--- config.mk ---
export PLATFORM = sky130hd
export DESIGN_NAME = shift_unit_flat
export DESIGN_NICKNAME = d
export VERILOG_FILES = /design/src/rtl/shift_unit_if.sv /design/src/rtl/shift_unit.sv /design/src/flat_wrapper.sv
export SDC_FILE = /design/constraint.sdc
export NUM_CORES = 1
export LEC_CHECK = 0
export BUFFER_PORTS_ARGS = -buffer_cell sky130_fd_sc_hd__buf_2
export CAP_MARGIN = 15
export CORE_AREA = 2 2 50 52
export DETAILED_ROUTE_END_ITERATION = 10
export DIE_AREA = 0 0 52 54
export HOLD_SLACK_MARGIN = 0.15
export PLACE_DENSITY = 0.78
export SLEW_MARGIN = 20
export SYNTH_ARGS = -nofsm -noshare
export SYNTH_HDL_FRONTEND = slang
export SYNTH_SLANG_ARGS = --single-unit
export TNS_END_PERCENT = 10
--- constraint.sdc ---
create_clock -name clk -period 2.6 [get_ports clk]
set_input_delay 0.13 -clock clk [delete_from_list [all_inputs] [get_ports clk]]
set_output_delay 0.13 -clock clk [all_outputs]
set_load 0.02 [all_outputs]
--- src/rtl/shift_unit_if.sv ---
// Request/result bundle for shift_unit.
//   master : requester side; drives start, A, shamt, LR, LA and observes ready, done, Y, C, Z
//   slave  : shift_unit side; the mirror image of master
interface shift_unit_if #(
  parameter int unsigned WIDTH = 8,
  parameter int unsigned SHW   = $clog2(WIDTH)
);
  logic             start;
  logic [WIDTH-1:0] A;
  logic [SHW-1:0]   shamt;
  logic             LR;
  logic             LA;
  logic             ready;
  logic             done;
  logic [WIDTH-1:0] Y;
  logic             C;
  logic             Z;

  modport master (
    output start, A, shamt, LR, LA,
    input  ready, done, Y, C, Z
  );

  modport slave (
    input  start, A, shamt, LR, LA,
    output ready, done, Y, C, Z
  );
endinterface

--- src/rtl/shift_unit.sv ---
// Iterative barrel-free shifter: one bit per clock, left logical, right logical
// or right arithmetic, with a start/ready/done handshake.
//   clk   : rising-edge clock
//   rst   : synchronous active-high reset
//   bus   : shift_unit_if.slave
//           start/A/shamt/LR/LA in (captured when ready=1 and start=1)
//           ready (IDLE), done (one-cycle pulse), Y result, C last bit out,
//           Z = (Y == 0), meaningful while done
module shift_unit #(
  parameter int unsigned WIDTH = 8,
  parameter int unsigned SHW   = $clog2(WIDTH)
) (
  input logic          clk,
  input logic          rst,
  shift_unit_if.slave  bus
);

  typedef enum logic [1:0] {
    IDLE  = 2'd0,
    SHIFT = 2'd1,
    DONE  = 2'd2
  } state_e;

  state_e           state_q;
  state_e           state_d;
  logic [WIDTH-1:0] y_q;
  logic             c_q;
  logic [SHW-1:0]   cnt_q;
  logic             lr_q;
  logic             la_q;

  // State register
  always_ff @(posedge clk) begin
    if (rst) begin
      state_q <= IDLE;
    end else begin
      state_q <= state_d;
    end
  end

  // Next-state logic
  always_comb begin
    state_d = state_q;
    unique case (state_q)
      IDLE:    if (bus.start) state_d = SHIFT;
      SHIFT:   if (cnt_q == '0) state_d = DONE;
      DONE:    state_d = IDLE;
      default: state_d = IDLE;
    endcase
  end

  // Datapath: capture on accept, one 1-bit shift per SHIFT edge while cnt != 0
  always_ff @(posedge clk) begin
    if (rst) begin
      y_q   <= '0;
      c_q   <= 1'b0;
      cnt_q <= '0;
      lr_q  <= 1'b0;
      la_q  <= 1'b0;
    end else begin
      unique case (state_q)
        IDLE: begin
          if (bus.start) begin
            y_q   <= bus.A;
            cnt_q <= bus.shamt;
            lr_q  <= bus.LR;
            la_q  <= bus.LA;
            c_q   <= 1'b0;
          end
        end
        SHIFT: begin
          if (cnt_q != '0) begin
            cnt_q <= cnt_q - SHW'(1);
            if (!lr_q) begin
              y_q <= {y_q[WIDTH-2:0], 1'b0};
              c_q <= y_q[WIDTH-1];
            end else begin
              // Fill bit is the sign for arithmetic, zero for logical
              y_q <= {la_q & y_q[WIDTH-1], y_q[WIDTH-1:1]};
              c_q <= y_q[0];
            end
          end
        end
        default: ;
      endcase
    end
  end

  assign bus.ready = (state_q == IDLE);
  assign bus.done  = (state_q == DONE);
  assign bus.Y     = y_q;
  assign bus.C     = c_q;
  assign bus.Z     = (y_q == '0);

endmodule

--- src/flat_wrapper.sv ---
// flat-port wrapper written by rule: the top's interface ports become plain ports
module shift_unit_flat 
#(
  parameter int unsigned WIDTH = 8,
  parameter int unsigned SHW   = $clog2(WIDTH)
)
  (clk, rst, bus_start, bus_A, bus_shamt, bus_LR, bus_LA, bus_ready, bus_done, bus_Y, bus_C, bus_Z);
  shift_unit_if #(.WIDTH(WIDTH), .SHW(SHW)) bus_i ();
  input logic clk;
  input logic rst;
  input wire logic [$bits(bus_i.start)-1:0] bus_start;
  input wire logic [$bits(bus_i.A)-1:0] bus_A;
  input wire logic [$bits(bus_i.shamt)-1:0] bus_shamt;
  input wire logic [$bits(bus_i.LR)-1:0] bus_LR;
  input wire logic [$bits(bus_i.LA)-1:0] bus_LA;
  output wire logic [$bits(bus_i.ready)-1:0] bus_ready;
  output wire logic [$bits(bus_i.done)-1:0] bus_done;
  output wire logic [$bits(bus_i.Y)-1:0] bus_Y;
  output wire logic [$bits(bus_i.C)-1:0] bus_C;
  output wire logic [$bits(bus_i.Z)-1:0] bus_Z;
  assign bus_i.start = bus_start;
  assign bus_i.A = bus_A;
  assign bus_i.shamt = bus_shamt;
  assign bus_i.LR = bus_LR;
  assign bus_i.LA = bus_LA;
  assign bus_ready = bus_i.ready;
  assign bus_done = bus_i.done;
  assign bus_Y = bus_i.Y;
  assign bus_C = bus_i.C;
  assign bus_Z = bus_i.Z;
  shift_unit #(.WIDTH(WIDTH), .SHW(SHW)) u_core (.clk(clk), .rst(rst), .bus(bus_i));
endmodule
After elaboration in Yosys (flattened, before gate mapping)
Cells that the tools add are included.
- bits in writable memories: 0
- bits of input ports: 16
- memories kept: 0
- output and inout bits: 12
- latch bits: 0
- logic and storage cells: 35
- register bits: 16
- bits in read-only memories: 0
- equality and inequality tests: 5
- div/mod/pow operators: 0
- $mul: 0
- $lt $le $gt $ge: 0
- shifts and indexed selects: 0
- bitwise gates (word level): 1
- add/subtract/negate cells: 1
- multiplexer cells: 14
- reduce and logical (&&, ||, !) cells: 8
- operators by type and width (cell ; count):
    8-bit 2-to-1 mux ; 3
    8-bit one-hot mux with 2 select lines ; 1
    8-bit logical NOT ; 1
    3-bit 2-to-1 mux ; 2
    3-bit one-hot mux with 2 select lines ; 1
    2-bit 2-to-1 mux ; 2
    2-bit by 1-bit != test with 1-bit output (second input constant) ; 2
    2-bit one-hot mux with 2 select lines ; 1
    2-bit AND reduction ; 2
    3-bit logical NOT ; 1
    1-bit 2-to-1 mux ; 3
    3-bit AND reduction ; 1
    3-bit nonzero test ; 1
    3-bit by 1-bit subtractor with 3-bit output (second input constant) ; 1
    2-bit by 1-bit == test with 1-bit output (second input constant) ; 1
    2-bit == test (second input constant) ; 1
    2-bit logical NOT ; 1
    2-bit != test (second input constant) ; 1
    1-bit one-hot mux with 2 select lines ; 1
    2-bit nonzero test ; 1
    1-bit AND ; 1

Logic depth before layout (Yosys ltp)
- word-level depth: 4
- depth in mapped cells: 7
- mapped depth without buffers: 6

Worst setup path after synthesis
No wires, ideal clock.
- path type: reg-to-reg
- start: register u_core.cnt_q[0]
- end: register u_core.y_q[7] (netlist: u_core.bus.Y[7])
- setup time: 0.087 ns
- path slack: 1.073 ns
- arrival time: 1.440 ns
- required time: 2.513 ns
- buffers on the path: 0
- clock period less this slack: 1.527 ns
- stages on the path, launching flop included: 7
- cells stage by stage: dfxtp_1 > inv_1 > ha_1 > ha_1 > nand2b_1 > a211o_1 > o31ai_1
- cells in the longest elaborated chain, start to end: 3
- RTL lines (element ; line ; text):
    start: declaration ; shift_unit.sv:28 ; logic [SHW-1:0] cnt_q;
    start signal: assignment ; shift_unit.sv:65 ; cnt_q <= bus.shamt;
    start signal: assignment ; shift_unit.sv:73 ; cnt_q <= cnt_q - SHW'(1);
    3-bit nonzero test ; shift_unit.sv:72 ; if (cnt_q != '0) begin
    2-bit by 1-bit != test with 1-bit output (no source line) ; n/a ;
    3-bit AND reduction (no source line) ; n/a ;
    end signal: assignment ; shift_unit.sv:64 ; y_q <= bus.A;
    end signal: assignment ; shift_unit.sv:75 ; y_q <= {y_q[WIDTH-2:0], 1'b0};
    end signal: assignment ; shift_unit.sv:79 ; y_q <= {la_q & y_q[WIDTH-1], y_q[WIDTH-1:1]};
    end: declaration ; shift_unit.sv:26 ; logic [WIDTH-1:0] y_q;
Every way passes these cells.
A chain may end at the register's enable or synchronous reset.

Final worst setup path
Same ends and word-level chain as after synthesis.

==> results by group <==
Outcome
  – Status: completed

Yosys
  – Cell Area, Synth: roughly 950 um2
  – Seq/Total Area, Yosys: between 30% and 40%
  – Cell count after synthesis: around 100
  – Synth unique cells: 31
  – Average cell area after synthesis: slightly above 9 um2
  – Net count after synthesis: 121
  – Yosys reg bits: 16
  – Warnings from Yosys: 0

Critical path
  – Startpoint Class: flip-flop
  – Crit path max fanout: 12
  – Reg2reg start: u_core.cnt_q[0]
  – Reg2reg end: u_core.bus.Y[7]
  – Setup Crit Path Kind: flip-flop to flip-flop
  – Crit path capture type: flip-flop
  – Arr. time, crit path: around 2.2 ns
  – CP required: around 2.8 ns
  – R2R Setup Slk: approximately 0.63 ns
  – Path depth of the worst reg2reg path: 6

Clock network
  – CTS Hold Buffers Added: 12
  – Latest clock arrival within the worst-skew pair: ~0.29 ns
  – Setup Buffers After CTS: 0
  – Max Root-Sink Buffers: 2
  – CTS tree: done
  – H-tree depth: 1
  – Num Clock Sinks: 16
  – CTS Buf Count: 3
  – Clk pin slew, worst setup/hold paths: ~0.10 ns
  – PostCTS Resize Cnt: 0
  – Clock root buffer: clkbuf_4

Hold path
  – Hold Crit Depth: 3
  – Worst Hold Class: input pin to flip-flop
  – Hold Crit Start: bus_shamt[0]
  – Hold endpoint: u_core.cnt_q[0]

Routing
  – Residual DRC: 0
  – Routed vias/inst: between 5 and 6
  – Initial drt markers: 28
  – Vias: around 1000
  – Routed wire length: 2480 um
  – Antenna-violating nets left: 0
  – Avg WL per Cell: 14.7 um
  – Drt pass-1 iters: 4

Timing
  – Slew headroom: 66.8%
  – RSZ-0062 raised after global routing: false
  – Tmin final: ~2 ns
  – Fin. max-slew vios: 0
  – Period Utilization, post-route: 75.6%
  – Final hold violations: 0
  – Setup ws final: about 0.63 ns
  – Fin Setup TNS: 0 ns
  – Fmax: between 500 and 600 MHz
  – Number of setup violations in the final report: 0
  – Worst slew pin tran: about 0.5 ns
  – Layout Skew: around 0.0017 ns

Global route
  – Total track usage: around a fifth
  – Pin count of the biggest net entering global routing: 19
  – Total grt overflow: 0
  – Vias in the first global route: between 900 and 1000
  – First-pass GRT wire length: roughly 3900 um
  – Initial antenna violation count: 0

Power
  – Power per cell area: 586 nW/um2
  – VDD IR max: ~330 uV
  – Static leakage: between 0.0005 and 0.0006 uW
  – Tot Pwr: around 730 uW

Die
  – Die Wd: around 52 um
  – I/O pin cnt: 28
  – Starting density of the core: roughly two fifths
  – Die ar.: 2810 um2
  – Site row count: 18
  – Die height: approximately 54 um
  – Core footprint: about 2300 um2

Placed design
  – Post-Place Worst Slack: between 0.6 and 0.7 ns
  – Hpwl dp: ~1700 um
  – Number of I/O port buffers: 27
  – GP Congestion: 0.798

Final layout
  – Fill cell count: roughly 220
  – Nets: around 160
  – Layout cell share with drive strength beyond 1: between 30 and 40%
  – Area added between synthesis and finish: 31.0%
  – Antenna cells: 0

Job
  – Max-cap violations: 0
cell usage in the layout (no fill, tap or decap):
cell / n
a221oi_1: 1
nor2_1: 5
clkbuf_8: 1
mux2i_1: 4
inv_2: 2
o221a_2: 2
mux2_2: 6
nand2b_4: 1
dlygate4sd3_1: 12
and3b_1: 8
buf_2: 27
or3_1: 1
a41oi_1: 8
or4_1: 2
nor3b_1: 3
o22ai_1: 6
o32ai_1: 1
nor2b_1: 2
o21ai_1: 7
o211ai_1: 1
and4b_1: 1
nand2b_1: 2
dfxtp_1: 16
a311oi_1: 1
clkbuf_4: 3
a211o_1: 1
nand2_1: 2
a21oi_1: 4
buf_4: 1
o31ai_1: 1
ha_1: 2
inv_1: 4
a21o_1: 1
metrics by stage:
stage          cell area [um2]  util [%]  hold slack [ns]  instances
2_1_floorplan              950         -            0.277        103
3_3_place_gp              1090      46.9            0.368        153
3_5_place_dp              1090      46.9            0.388        153
4_1_cts                   1240      53.6            0.168        169
5_1_grt                   1240      53.6            0.191        169
6_report                  1240      53.6            0.162        169
report_power, final:
| part | internal [uW] | leakage [uW] | switching, uW |
|---|---|---|---|
| Sequential | 275 | 0.000132 | 41.9 |
| Clock | 85.4 | 0.0000210 | 85.7 |
| Combinational | 113 | 0.000422 | 127 |
cells by family (layout without fill, tap and decap cells):
| group | Yosys count | count (layout) | share of synthesized area (%) |
|---|---|---|---|
| AOI/OAI and AO/OA | 34 | 34 | 25.6 |
| adders and majority gates | 2 | 2 | 2.63 |
| DFF | 16 | 16 | 33.7 |
| muxes | 10 | 10 | 11.3 |
| and+or+nand+nor | 27 | 27 | 19.9 |
| buffers and inverters | 14 | 50 | 6.85 |
critical path, stage by stage, from the launching register on:
cell,delay (ns)
dfxtp_1,0.32
inv_1,0.06
ha_1,0.20
ha_1,0.21
nand2b_1,0.36
a211o_1,0.47
o31ai_1,0.26
layer usage:
| layer | track usage [%] | share of wire [%] |
|---|---|---|
| met1 | 21.7 | 43 |
| met2 | 33.3 | 49 |
| met3 | 1.67 | 5.2 |
| met4 | 11.0 | 3.2 |
| met5 | 0 | 0 |
synthesized netlist by cell type (all sizes together):
master	instances	area share (%)
a41oi	8	7.4
inv	6	2.4
o211ai	1	0.79
and3b	8	7.4
or3	1	0.66
nand2b	3	2.8
a221oi	1	0.92
nor2	5	2.0
nor2b	2	1.3
mux2i	4	4.2
a21o	1	0.79
o221a	2	2.4
o32ai	1	0.92
nor3b	3	2.4
o21ai	7	3.7
o22ai	6	4.0
or4	2	1.6
dfxtp	16	34
clkbuf	3	1.2
buf	5	3.3
a211o	1	0.92
mux2	6	7.1
and4b	1	1.1
nand2	2	0.79
o31ai	1	0.79
a311oi	1	0.92
a21oi	4	2.1
ha	2	2.6
cell type report:
cell class	count	area [um2]	area share, %
Clock buffer	4	36.3	2.92
Inverter	6	22.5	1.81
Multi-Input combinational cell	73	564	45.4
Sequential cell	16	320	25.8
Tap cell	30	37.5	3.02
Timing Repair Buffer	40	263	21.1
registers in the layout (all words and copies together), names as in the netlist:
| register | count |
|---|---|
| u_core.bus.Y | 8 |
| u_core.cnt_q | 3 |
| u_core.state_q | 2 |
| u_core.bus.C | 1 |
| u_core.la_q | 1 |
| u_core.lr_q | 1 |
worst max path at each step:
stage | from | to | slack [ns]
final | u_core.cnt_q[0] | u_core.bus.Y[7] | 0.63
after global routing | u_core.cnt_q[0] | u_core.bus.Y[7] | 0.47
after CTS | u_core.cnt_q[0] | u_core.bus.Y[7] | 0.65
after detailed placement | u_core.cnt_q[0] | u_core.bus.Y[7] | 0.68
after global placement | u_core.cnt_q[0] | u_core.bus.Y[7] | 0.78
after floorplan | u_core.cnt_q[0] | u_core.bus.Y[7] | 1.07
No activity file was read; power rests on OpenSTA's default activity.
